## src/rtl/regfile_wr_arbiter.sv

```systemverilog
// regfile_wr_arbiter: priority write-port arbiter, pipeline first, multi-cycle results via squashable FIFO
module regfile_wr_arbiter #(
  parameter int DEPTH     = 4,
  parameter int DEPTH_LOG = 2
) (
  input  logic                 clk,
  input  logic                 rst,
  input  logic                 pipe_we,
  input  logic [4:0]           pipe_waddr,
  input  logic [31:0]          pipe_wdata,
  input  logic                 mc_valid,
  input  logic [4:0]           mc_waddr,
  input  logic [31:0]          mc_wdata,
  output logic                 mc_ready,
  output logic                 we,
  output logic [4:0]           waddr,
  output logic [31:0]          wdata,
  output logic [31:0]          pend_mask,
  output logic [DEPTH_LOG:0]   q_count
);
  localparam logic [DEPTH_LOG:0] FULL = DEPTH[DEPTH_LOG:0];
  logic [4:0]           addr_q [DEPTH];
  logic [31:0]          data_q [DEPTH];
  logic [DEPTH-1:0]     vld_q, vld_d;
  logic [DEPTH_LOG-1:0] wr_ptr_q, rd_ptr_q;
  logic [DEPTH_LOG:0]   cnt_q, cnt_d;
  logic                 we_q, we_d;
  logic [4:0]           waddr_q, waddr_d;
  logic [31:0]          wdata_q, wdata_d;
  logic                 pipe_hit, pop, push;
  assign pipe_hit  = pipe_we & (pipe_waddr != 5'd0);
  assign pop       = !pipe_hit & (cnt_q != '0);
  assign mc_ready  = (cnt_q != FULL) & !rst;
  // r0 writes complete the handshake but never occupy a slot
  assign push      = mc_valid & mc_ready & (mc_waddr != 5'd0);
  assign cnt_d     = cnt_q + {{DEPTH_LOG{1'b0}}, push} - {{DEPTH_LOG{1'b0}}, pop};
  assign we_d      = pipe_hit | (pop & vld_q[rd_ptr_q]);
  assign waddr_d   = pipe_hit ? pipe_waddr : pop ? addr_q[rd_ptr_q] : waddr_q;
  assign wdata_d   = pipe_hit ? pipe_wdata : pop ? data_q[rd_ptr_q] : wdata_q;
  assign we        = we_q;
  assign waddr     = waddr_q;
  assign wdata     = wdata_q;
  assign q_count   = cnt_q;
  // valid bits only live in occupied slots, so pend_mask can OR over all of them
  always_comb begin
    vld_d = vld_q;
    for (int i = 0; i < DEPTH; i++)
      if (pipe_hit && addr_q[i] == pipe_waddr) vld_d[i] = 1'b0;
    if (pop) vld_d[rd_ptr_q] = 1'b0;
    if (push) vld_d[wr_ptr_q] = !(pipe_hit && pipe_waddr == mc_waddr);
  end
  always_comb begin
    pend_mask = '0;
    for (int i = 0; i < DEPTH; i++)
      if (vld_q[i]) pend_mask[addr_q[i]] = 1'b1;
  end
  always_ff @(posedge clk) begin
    if (rst) begin
      we_q     <= 1'b0;
      waddr_q  <= '0;
      wdata_q  <= '0;
      vld_q    <= '0;
      wr_ptr_q <= '0;
      rd_ptr_q <= '0;
      cnt_q    <= '0;
    end else begin
      we_q     <= we_d;
      waddr_q  <= waddr_d;
      wdata_q  <= wdata_d;
      vld_q    <= vld_d;
      wr_ptr_q <= wr_ptr_q + DEPTH_LOG'(push);
      rd_ptr_q <= rd_ptr_q + DEPTH_LOG'(pop);
      cnt_q    <= cnt_d;
    end
  end
  always_ff @(posedge clk) begin
    if (push) begin
      addr_q[wr_ptr_q] <= mc_waddr;
      data_q[wr_ptr_q] <= mc_wdata;
    end
  end
endmodule

```

## config.mk

```make
export PLATFORM = sky130hd
export DESIGN_NAME = regfile_wr_arbiter
export DESIGN_NICKNAME = d
export VERILOG_FILES = /design/src/rtl/regfile_wr_arbiter.sv
export SDC_FILE = /design/constraint.sdc
export NUM_CORES = 1
export LEC_CHECK = 0
export BUFFER_PORTS_ARGS = -buffer_cell sky130_fd_sc_hd__buf_2
export CAP_MARGIN = 20
export CORE_MARGIN = 3
export CORE_UTILIZATION = 35
export CTS_CLUSTER_DIAMETER = 150
export DETAILED_ROUTE_END_ITERATION = 6
export PLACE_DENSITY = 0.61
export SLEW_MARGIN = 20
export SYNTH_ARGS = -nofsm -noshare
export SYNTH_HDL_FRONTEND = slang
export SYNTH_SLANG_ARGS = --single-unit
```

## constraint.sdc

```tcl
create_clock -name clk -period 6.95 [get_ports clk]
set_clock_uncertainty 0.05 [all_clocks]
set_input_delay 1.0425 -clock clk [delete_from_list [all_inputs] [get_ports clk]]
set_output_delay 1.0425 -clock clk [all_outputs]
set_load 0.01 [all_outputs]
```

* Yosys cells after proc, flatten, opt, wreduce, memory -nomap -nowiden *
Memories as Yosys holds them, arrays and structs flattened. A register that Yosys moved wholly into a read port is not among the register bits.
Cells that the tools add are included.
Widths: inputs -> output; s select.

storage, ports and cells
  memories = 2
  logic and storage cells = 94
  output and inout bits = 74
  bits in registers = 49
  input bits = 78
  RAM bits = 148

cells by class
  $lt $le $gt $ge = 12
  equal/unequal tests = 6
  reduce and logical (&&, ||, !) cells = 18
  muxes and demuxes = 33
  add/subtract/negate cells = 4
  bitwise logic cells = 12

memory list
  name    depth  bits a word  read ports  clocked after Yosys merged registers in  write ports  RTL line  source
  data_q  4      32           1           1                                        1            23        logic [31:0] data_q [DEPTH];
  addr_q  4      5            5           1                                        1            22        logic [4:0] addr_q [DEPTH];

operator list
  kind                count
  $mux 32             6
  $or 32x32->32       3
  $eq 5x5->1          5
  $lt 5x6->1 const B  4
  $demux 1 s5         4
  $ge 5x1->1 const B  4
  $mux 1              13
  $logic_and 1x1->1   11
  $mux 5              2
  $reduce_bool 5->1   2
  $mux 4              2
  $and 1x1->1         6
  $lt 2x3->1 const B  2
  $add 2x1->2         2
  $and 4x4->4         1
  $bwmux 4            1
  $demux 1 s2         2
  $ge 2x1->1 const B  2
  $mux 2              2
  $not 4->4           1
  $add 3x1->3         1
  $logic_not 1->1     3
  $ne 3x3->1 const B  1
  $reduce_bool 3->1   1
  other kinds (4)     4

* Longest topological paths before layout *
Gate-level depths: netlist of the first run.

  word-level depth = 11
  depth in mapped cells = 14
  mapped depth without buffers = 11

* Worst setup path after synthesis of the first run *
Ideal clock, no wire load.

  path kind = input port to flip-flop
  start point = input rst
  end point = register vld_q[2]
  data required time = 6.779 ns
  library setup time = 0.121 ns
  path buffers = 1
  data arrival time = 4.989 ns
  slack = 1.789 ns
  stages = 5
  cells stage by stage = clkbuf_1 > a211oi_1 > nand2_1 > nor3b_1 > mux2_2

on the way
  longest elaborated chain between the ends = 5

RTL lines
  what                      RTL line  source
  start, declared           7         input logic rst,
  $logic_not 1->1           33        assign mc_ready = (cnt_q != FULL) & !rst;
  $and 1x1->1               33
  $and 1x1->1 (2 in a row)  35        assign push = mc_valid & mc_ready & (mc_waddr != 5'd0);
  $mux 4                    50        if (push) vld_d[wr_ptr_q] = !(pipe_hit && pipe_waddr == mc_waddr);
  end signal, assigned      70        vld_q <= vld_d;
  end, declared             24        logic [DEPTH-1:0] vld_q, vld_d;

Parallel ways exist; a longest one is shown, timed or not.
A chain may end at the register's enable or synchronous reset.

* Worst setup path in the final report of the first run *
  start point = input pipe_waddr[1]
  end point = register cnt_q[2] (netlist: q_count[2])

on the way
  longest elaborated chain between the ends = 5

RTL lines
  what                  RTL line  source
  start, declared       9         input logic [4:0] pipe_waddr,
  $reduce_bool 5->1     31        assign pipe_hit = pipe_we & (pipe_waddr != 5'd0);
  $and 1x1->1           31
  $logic_not 1->1       32        assign pop = !pipe_hit & (cnt_q != '0);
  $and 1x1->1           32
  $sub 3x1->3           36        assign cnt_d = cnt_q + {{DEPTH_LOG{1'b0}}, push} - {{DEPTH_LOG{1'b0}}, pop};
  end signal, assigned  73        cnt_q <= cnt_d;
  end, declared         26        logic [DEPTH_LOG:0] cnt_q, cnt_d;

Every way passes these cells.

==> results of run 1 <==
critical path, cell delays in order:
cell	delay [ns]
buf_2	0.16
or4_4	0.58
o21a_4	0.39
nor2_1	0.21
ha_1	0.25
inv_1	0.05
ha_1	0.13
inv_1	0.05
fa_1	0.36
xor2_1	0.17
xnor2_1	0.13
nor2_1	0.05
cells by family after synthesis:
family,after synthesis,synth area share (%)
flops,197,61.6
compound gates,180,12.9
simple gates,146,8.73
buf+inv,59,3.04
mux,43,10.0
xor+xnor,29,2.89
fa+ha+maj,5,0.796
layout make-up:
type                       instances  area (sq um)
clock buffer                      19           433
clock inverter                    13           121
fill                            2335         14100
inverter                           5          18.8
multi-input combinational        403          3150
sequential                       197          5430
tap                              324           405
timing repair buffer             161           858
worst max-delay path by stage:
| stage | depth (start not counted) | to | slack, ns |
|---|---|---|---|
| global placement | 6 | vld_q[2] | 3.17 |
| floorplan | 5 | vld_q[2] | 1.79 |
| global route | 6 | vld_q[2] | 3.41 |
| detailed placement | 6 | vld_q[2] | 3.12 |
| finish | 12 | q_count[2] | 3.61 |
| CTS | 4 | pend_mask[4] | 3.49 |
per-layer routing:
metal  vias to the layer above  part of all wire, %
met5                         -                 0.23
met4                         8                  1.0
met3                        35                  7.8
met2                       266                   48
met1                      3056                   43
li1                       2827                    -
registers in the layout, summed over array words and instances (netlist names):
name / flops
data_q: 128
wdata: 32
addr_q: 20
waddr: 5
vld_q: 4
q_count: 3
rd_ptr_q: 2
wr_ptr_q: 2
we: 1
synthesized netlist by cell type (all sizes together) (6+ instances only):
master / number / area (sq um)
o211ai: 6 / 45.0
and3b: 6 / 52.6
nor3: 8 / 40.0
nand2: 50 / 188
a221o: 11 / 110
nand3: 7 / 35.0
o21ai: 34 / 174
mux4: 36 / 811
xor2: 14 / 123
nand3b: 10 / 75.1
dfxtp: 49 / 981
nor2: 26 / 97.6
a22oi: 16 / 120
edfxtp: 148 / 4440
xnor2: 15 / 131
o22ai: 11 / 68.8
clkbuf: 36 / 135
nor3b: 11 / 82.6
a21oi: 75 / 375
buf: 18 / 114
o221ai: 16 / 140
per-stage QoR:
step / power (mW) / hold slack [ns] / std cells / utilization (%) / setup WS, ns
floorplan: 1.95 / 0.451 / 659 / - / 1.79
global placement: 2.19 / 0.464 / 1088 / 40.0 / 3.17
detailed placement: 2.20 / 0.470 / 1088 / 40.0 / 3.12
CTS: 3.13 / 0.480 / 1120 / 42.2 / 3.49
global route: 3.26 / 0.509 / 1122 / 42.4 / 3.41
finish: 3.09 / 0.479 / 1122 / 42.4 / 3.61
power groups by stage:
| stage | Combinational (mW) | Sequential [mW] | Clock [mW] |
|---|---|---|---|
| finish | 0.718 | 1.44 | 0.937 |
| global route | 0.801 | 1.45 | 1.00 |
| CTS | 0.733 | 1.44 | 0.956 |
| detailed placement | 0.729 | 1.47 | 0 |
| global placement | 0.726 | 1.46 | 0 |
| floorplan | 0.499 | 1.45 | 0 |
==> impl_metrics.csv, run 1 <==
group,metric,value,unit
run_status,status,"completed",
hold_path,min_from,"wdata[0]",
floorplanning,coreArea,24500,sq um
layout,antenna_cells,0,
clock_tree,h-tree-depth,4,
setup_path,r2r-start,"q_count[1]",
synthesis,synth-seq-cells,197,
synthesis,synth_seq_area_share,61.6,%
global_route,gr-usage-met1,24.5,%
layout,final_nets,868,
floorplanning,rows,57,
timing,fmaxAchievable,299,MHz
timing,maxSlewViolCount,0,
hold_path,whs_path_depth,2,
power,p_sw,0.922,mW
clock_tree,cts_resized,0,
setup_path,critPathKind,"primary input to flip-flop",
clock_tree,cts_tree,"yes",
detailed_routing,route.antenna.remaining_nets,0,
setup_path,critPathRequiredTime,7.21,ns
setup_path,crit_start,"pipe_waddr[1]",
timing,rsz0062_at_grt,"no",
floorplanning,die_w,165,um
hold_path,hold_class,"flip-flop to flip-flop",
synthesis,ys.flop_type,"edfxtp_1",
clock_tree,clkSlewWorstSetupHoldPaths,0.07,ns
setup_path,rr_worst_depth,6,
detailed_routing,wl_per_cell,21.0,um
floorplanning,dieHeight,165,um
power,p_clk_share,30.3,%
synthesis,async_flop_share,0,%
timing,slew_headroom,30.6,%
global_route,grtUsageTotal,17.6,%
global_route,grtUsageMet2,28.1,%
timing,hold_violations,0,
power,seq_power_share,46.5,%
timing,setup-tns-final,0,ns
power,peakVddDrop,175,uV
floorplanning,start_util,35.9,%
global_route,grt_pass1_wl,35800,um
setup_path,arrival,3.60,ns
power,powerDensity,297,nW/um^2
layout,layout_commonest_cell,"buf_2",
setup_path,rr_endpoint,"vld_q[2]",
detailed_routing,via_count,6192,
synthesis,synth.avg_cell_area,13.4,sq um
clock_tree,cts_setup_buffers,0,
detailed_routing,dr.pass1.iters,5,
timing,setup_viol,0,
clock_tree,clockBufferDepth,2,
power,power.leakage,3.71,nW
setup_path,critPathLaunchType,"primary input",
setup_path,worstPathMaxFanout,41,
flow_run,max_cap_viol_count,0,
floorplanning,io_pins,152,
detailed_routing,routed_via_density,5.52,
detailed_routing,drt_iter0_markers,614,
setup_path,rrSetupSlack,3.93,ns
global_route,antenna_found_initial,4,
global_route,grt.overflow.total,0,
power,pwr-share-comb,23.2,%
clock_tree,cts.hold.buffers_added,0,
placed_design,port_buffers,151,
clock_tree,cts-root-buf,"clkbuf_16",
hold_path,min_to,"wdata[0]",
layout,final_cell_mix,"151 x buf_2, 148 x edfxtp_1, 75 x a21oi_1",
timing,post-route-period-util,48.1,%
timing,tightestPinTransition,1.04,ns
detailed_routing,routed_wl,23600,um
placed_design,gp_congestion,0.864,
synthesis,synth_cells,659,
clock_tree,clk-insertion-delay-late,0.42,ns
layout,area_growth,18.3,%
setup_path,endpoint_kind,"flip-flop",
timing,fin_crit,3.34,ns
detailed_routing,drc,0,
global_route,met3_usage,4.06,%
layout,final_area,10400,sq um
synthesis,netlist-cell-type-count,47,
global_route,grt_pass1_vias,5992,
power,netSwitchingFraction,29.8,%
synthesis,synth_edf_count,148,
power,intPower,2.17,mW
clock_tree,cts-buffers-inserted,17,
floorplanning,die-area,27100,sq um
placed_design,dpl_cell_area,9810,sq um
global_route,grt_max_degree,44,
synthesis,yosysWarningCount,0,
clock_tree,clock-sinks,197,
layout,drive_above_1_share,31.1,%
global_route,busiest_layer,"met2",
synthesis,synth_area,8800,sq um
synthesis,mappedNetlistNets,742,
placed_design,dp_hpwl,15100,um
Note: power is estimated with default switching activity, not from simulation.
==> run 2, diff against run 1 <==
==> constraint.sdc (replaced) <==
create_clock -name clk -period 3.5 [get_ports clk]
set_clock_uncertainty 0.05 [all_clocks]
set_input_delay 0.525 -clock clk [delete_from_list [all_inputs] [get_ports clk]]
set_output_delay 0.525 -clock clk [all_outputs]
set_load 0.01 [all_outputs]
==> run 2 against run 1 <==
Count of clock-buffer cells in the layout is 3 higher. Total power rose by 100%. Cell area grew 0.76%. Final cell count up 0.71%. Flip-flop and latch count did not move. Register-to-register slack got worse by 2.9 ns. Critical path depth fell by 8. Worst hold slack got worse by 0.22 ns. Clock power grew 100%. Global-route usage about the same. Largest cell class unchanged.
==> impl_metrics.csv, run 2 (synthesis results as in run 1) <==
group,metric,value,unit
global_route,grt_max_degree,44,
setup_path,rr_endpoint,"q_count[2]",
run_status,status,"completed",
detailed_routing,wl_per_cell,20.6,um
layout,n_fill_cell,2359,
timing,fmaxAchievable,370,MHz
flow_run,max_cap_viol_count,0,
clock_tree,h-tree-depth,4,
setup_path,path_cells,"nor2_1 > a22oi_1 > o221ai_1 > buf_2",
detailed_routing,drc,0,
clock_tree,cts.hold.buffers_added,0,
detailed_routing,route.antenna.remaining_nets,0,
setup_path,critPathRequiredTime,2.92,ns
clock_tree,clockBufferDepth,2,
detailed_routing,via_count,6166,
clock_tree,cts-buffers-inserted,17,
clock_tree,cts_tree,"yes",
setup_path,worstPathMaxFanout,8,
global_route,grt_pass1_vias,6185,
placed_design,port_buffers,151,
floorplanning,dieHeight,165,um
setup_path,cp_slowest_cell,"nor2_1",
detailed_routing,routed_wl,23300,um
power,power.leakage,3.75,nW
floorplanning,coreArea,24500,sq um
layout,regMostFlops,"data_q",
layout,largest_register_ffs,128,
timing,post-route-period-util,77.2,%
floorplanning,rows,57,
global_route,grt_pass1_wl,36100,um
placed_design,dp_hpwl,15200,um
setup_path,critPathLaunchType,"flip-flop",
layout,layout.cells.non_filler,1130,
global_route,grtUsageTotal,17.6,%
clock_tree,cts_setup_buffers,0,
clock_tree,clock-sinks,197,
setup_path,critPathKind,"flip-flop to output pin",
timing,fin_crit,2.70,ns
detailed_routing,drt_iter0_markers,570,
layout,drive_above_1_share,31.3,%
setup_path,slowest_delay,0.63,ns
floorplanning,start_util,35.9,%
detailed_routing,dr.pass1.iters,6,
timing,hold_violations,0,
global_route,antenna_found_initial,2,
timing,maxSlewViolCount,0,
setup_path,endpoint_kind,"output pin",
timing,rsz0062_at_grt,"no",
setup_path,rrSetupSlack,1.00,ns
clock_tree,clk-insertion-delay-late,0.43,ns
floorplanning,io_pins,152,
setup_path,crit_end,"pend_mask[5]",
power,powerDensity,590,nW/um^2
timing,setup_viol,0,
layout,layout_commonest_cell,"buf_2",
floorplanning,die_w,165,um
floorplanning,die-area,27100,sq um
timing,tightestPinTransition,0.989,ns
clock_tree,cts-root-buf,"clkbuf_16",
timing,slew_headroom,34.1,%
placed_design,dpl_cell_area,9920,sq um
global_route,grt.overflow.total,0,
layout,final_cell_mix,"151 x buf_2, 148 x edfxtp_1, 75 x a21oi_1",
hold_path,hold_class,"primary input to flip-flop",
setup_path,crit_start,"addr_q[0][1]",
setup_path,rr_worst_depth,11,
layout,area_growth,19.2,%
power,p_total,6.19,mW
placed_design,gp_congestion,0.863,
power,peakVddDrop,358,uV
setup_path,arrival,2.13,ns
layout,final_area,10500,sq um
layout,final_nets,874,
setup_path,r2r-start,"q_count[1]",
detailed_routing,routed_via_density,5.46,
placed_design,placed_cells,1096,
clock_tree,clkSlewWorstSetupHoldPaths,0.07,ns
clock_tree,cts_resized,0,
## run 2: report_power, final
part	internal, mW	switching [mW]
Clock	1.03	0.845
Combinational	0.637	0.811
Sequential	2.70	0.168
Total	4.37	1.82
## run 2: stage by stage
stage / TNS, ns / hold slack (ns) / util [%] / worst slack (ns)
2_1_floorplan: -106.09 / 0.451 / - / -1.14
3_3_place_gp: 0 / 0.468 / 40.3 / 0.504
3_5_place_dp: 0 / 0.469 / 40.5 / 0.489
4_1_cts: 0 / 0.238 / 42.7 / 0.858
5_1_grt: 0 / 0.244 / 42.8 / 0.672
6_report: 0 / 0.259 / 42.8 / 0.799
## run 2: area by class of cell
cell class	instances	area, sq um	area share [%]
inverters	5	18.8	0.179
clock buffers	22	464	4.42
clock inverters	10	98.8	0.942
well taps	324	405	3.86
diodes	2	5.00	0.0477
multi-input cells	403	3140	29.9
repair buffers	167	933	8.90
flip-flops and latches	197	5430	51.7
## run 2: layer usage
layer  routed length, um  part of all wire [%]  global-route usage (%)
met5                   7                 0.030                       0
met3                1460                   6.2                    4.24
met4                 312                   1.3                    5.03
met1               10300                    44                    23.4
met2               11300                    48                    28.7
## run 2: worst max-delay path, delay by kind of cell, from the launching register on
family,cells,cell delay (ns)
simple gates,1,0.63
flops,1,0.50
buf+inv,1,0.20
compound gates,2,0.37
## run 2: worst min path at each step
stage	to	start	slack (ns)	cells after the start
detailed placement	wdata[14]	wdata[14]	0.47	2
CTS	data_q[0][30]	mc_wdata[30]	0.24	1
floorplan	wdata[13]	data_q[3][13]	0.45	2
global placement	wdata[2]	wdata[2]	0.47	2
finish	data_q[2][19]	mc_wdata[19]	0.26	1
global route	data_q[0][1]	mc_wdata[1]	0.24	1
==> run 3, diff against run 2 <==
--- a/config.mk
+++ b/config.mk
@@ -5,6 +5,7 @@
 export SDC_FILE = /design/constraint.sdc
 export NUM_CORES = 1
 export LEC_CHECK = 0
+export ABC_AREA = 1
 export BUFFER_PORTS_ARGS = -buffer_cell sky130_fd_sc_hd__buf_2
 export CAP_MARGIN = 20
 export CORE_MARGIN = 3
==> constraint.sdc (replaced) <==
create_clock -name clk -period 2.7 [get_ports clk]
set_clock_uncertainty 0.05 [all_clocks]
set_input_delay 0.405 -clock clk [delete_from_list [all_inputs] [get_ports clk]]
set_output_delay 0.405 -clock clk [all_outputs]
set_load 0.01 [all_outputs]
==> run 3 against run 2 <==
Die area grew 3.5%. Combinational power grew 52%. Wire length grew 13%. Register-to-register slack lost 0.64 ns. Non-clock buffer count grew 8. Synthesized cell count grew 41%. Cell area grew 3.8%. Core utilization grew 0.10 points. First-iteration DRC count grew 2.3%. Critical endpoint is now pend_mask[7]. Highest routed layer unchanged.
==> impl_metrics.csv, run 3 <==
group,metric,value,unit
global_route,grtUsageTotal,18.6,%
setup_path,worstPathMaxFanout,9,
timing,setup_viol,0,
synthesis,synth_area,9120,sq um
timing,fmaxAchievable,406,MHz
synthesis,yosys.area.top_type,"edfxtp_1",
floorplanning,die_w,167,um
timing,hold_violations,0,
layout,final_cell_mix,"245 x nand2_1, 151 x buf_2, 148 x edfxtp_1",
clock_tree,cts_resized,0,
synthesis,synth-seq-cells,197,
clock_tree,clock-sinks,197,
run_status,status,"completed",
placed_design,port_buffers,151,
floorplanning,io_pins,152,
global_route,grt_pass1_vias,7207,
layout,layout.cells.non_filler,1418,
timing,setup_ws,0.236,ns
layout,largest_register_ffs,128,
timing,post-route-period-util,91.3,%
synthesis,ys.flop_type,"edfxtp_1",
global_route,grt_max_degree,52,
synthesis,synth_top_area_share,48.7,%
detailed_routing,drt_iter0_markers,583,
synthesis,synthTopCellsByCount,"245 x nand2_1, 148 x edfxtp_1, 74 x inv_1",
placed_design,dp_hpwl,18200,um
clock_tree,cts-root-buf,"clkbuf_16",
global_route,grt.overflow.total,0,
clock_tree,cts_tree,"yes",
setup_path,critPathLaunchType,"flip-flop",
detailed_routing,dr.pass1.iters,5,
layout,antenna_cells,0,
clock_tree,clkSlewWorstSetupHoldPaths,0.07,ns
synthesis,yosys.area_share.xor_xnor,2.02,%
synthesis,synth.avg_cell_area,9.83,sq um
setup_path,crit_start,"addr_q[1][1]",
power,peakVddDrop,459,uV
global_route,grt_pass1_wl,40800,um
timing,slew_headroom,33.3,%
power,power.leakage,4.37,nW
clock_tree,clk-insertion-delay-late,0.43,ns
timing,tightestPinTransition,1.00,ns
setup_path,slowest_delay,0.60,ns
synthesis,synth_edf_count,148,
setup_path,path_cells,"nand3_1 > nor4_1 > a21oi_1 > o221ai_1 > buf_2",
detailed_routing,route.antenna.remaining_nets,0,
clock_tree,cts-buffers-inserted,17,
setup_path,arrival,2.01,ns
placed_design,dp_slack,0.205,ns
floorplanning,rows,58,
global_route,antenna_found_initial,4,
setup_path,r2r-start,"q_count[1]",
placed_design,gp_congestion,0.952,
synthesis,async_flop_share,0,%
layout,final_nets,1158,
layout,area_growth,19.4,%
synthesis,mappedNetlistNets,1011,
setup_path,endpoint_kind,"output pin",
detailed_routing,via_count,7374,
floorplanning,dieHeight,167,um
timing,finalHoldWorstSlack,0.130,ns
hold_path,min_from,"mc_wdata[3]",
timing,rsz0062_at_grt,"no",
synthesis,synth_adder_area_share,0.768,%
synthesis,yosysWarningCount,0,
layout,drive_above_1_share,22.1,%
setup_path,cp_slowest_cell,"edfxtp_1",
synthesis,synth_compound_area_share,11.2,%
timing,fin_crit,2.46,ns
setup_path,critPathKind,"flip-flop to output pin",
detailed_routing,wl_per_cell,18.6,um
synthesis,synth_seq_area_share,59.5,%
detailed_routing,drc,0,
synthesis,synth_top_family_by_area,"simple AND/OR/NAND/NOR gates",
setup_path,critPathRequiredTime,2.25,ns
synthesis,synthMuxAreaShare,0,%
floorplanning,die-area,28000,sq um
floorplanning,coreArea,25400,sq um
placed_design,placed_cells,1385,
clock_tree,clockBufferDepth,2,
layout,layout_commonest_cell,"nand2_1",
detailed_routing,routed_wl,26400,um
power,powerDensity,781,nW/um^2
timing,maxSlewViolCount,0,
setup_path,rrSetupSlack,0.36,ns
flow_run,max_cap_viol_count,0,
synthesis,netlist-cell-type-count,42,
layout,utilization,42.9,%
detailed_routing,routed_via_density,5.20,
synthesis,synth_cells,928,
synthesis,yosys-top-cells-area,"edfxtp_1 49%, dfxtp_1 11%, nand2_1 10%",
layout,regMostFlops,"data_q",
synthesis,synth_simple_gate_area_share,20.2,%
synthesis,synth.most_common_cell,"nand2_1",
hold_path,hold_class,"primary input to flip-flop",
floorplanning,start_util,35.9,%
clock_tree,h-tree-depth,4,
[run 3: cell types whose count changed after synthesis, sizes merged, moves of 20 or more]
cell,delta
inv,+80
nand2,+197
a21oi,-25
mux4,-36
nor2,+20
clkbuf,-23
nand3,+55
nand4,+30
[run 3: final cells by class]
class	instances	area [sq um]
inverters	86	330
clock inverters	13	165
repair buffers	175	973
well taps	330	413
clock buffers	19	443
flip-flops and latches	197	5430
fillers	2483	14500
multi-input cells	598	3140
[run 3: kinds of logic after synthesis]
kind of cell,Yosys count
xor gates and xnor gates,21
AOI/OAI and AO/OA,160
DFF,197
buffers and inverters,133
adders and majority gates,5
and+or+nand+nor,412
[run 3: path summary, 6_finish.rpt]
kind | end | cells past startpoint
worst max-delay path | pend_mask[7] | 5
worst min-delay path | data_q[1][3] | 1
worst max register to register | q_count[2] | 13
worst min register to register | wdata[15] | 2
[run 3: where the power goes]
part           switching (mW)  internal (mW)
clock network            1.18           1.42
logic                    1.46          0.738
registers               0.164           3.54
[run 3: through the flow]
stage | power (mW) | setup TNS (ns) | instance area, sq um
floorplan | 5.19 | -27.19 | 9120
global placement | 5.97 | 0 | 10300
detailed placement | 6.00 | 0 | 10300
CTS | 8.59 | 0 | 10900
global route | 8.98 | 0 | 10900
finish | 8.51 | 0 | 10900
[run 3: timing repair]
| item | CTS | global route |
|---|---|---|
| setup endpoints to repair | 0 | 1 |
| endpoints found under the hold margin | 0 | 0 |
| setup buffers | 0 | 1 |
| hold buffers | 0 | 0 |
[run 3: critical path, delay by kind of cell, from the launching register on]
kind / cells / cell delay, ns
buffers and inverters: 1 / 0.17
AOI/OAI and AO/OA: 2 / 0.17
DFF: 1 / 0.60
and+or+nand+nor: 2 / 0.64
[run 3: per-layer routing]
| layer | GRT usage (%) | part of all wire (%) |
|---|---|---|
| met4 | 6.08 | 2.2 |
| met1 | 23.9 | 43 |
| met3 | 4.06 | 6.8 |
| met5 | 0 | 0.21 |
| met2 | 31.4 | 48 |
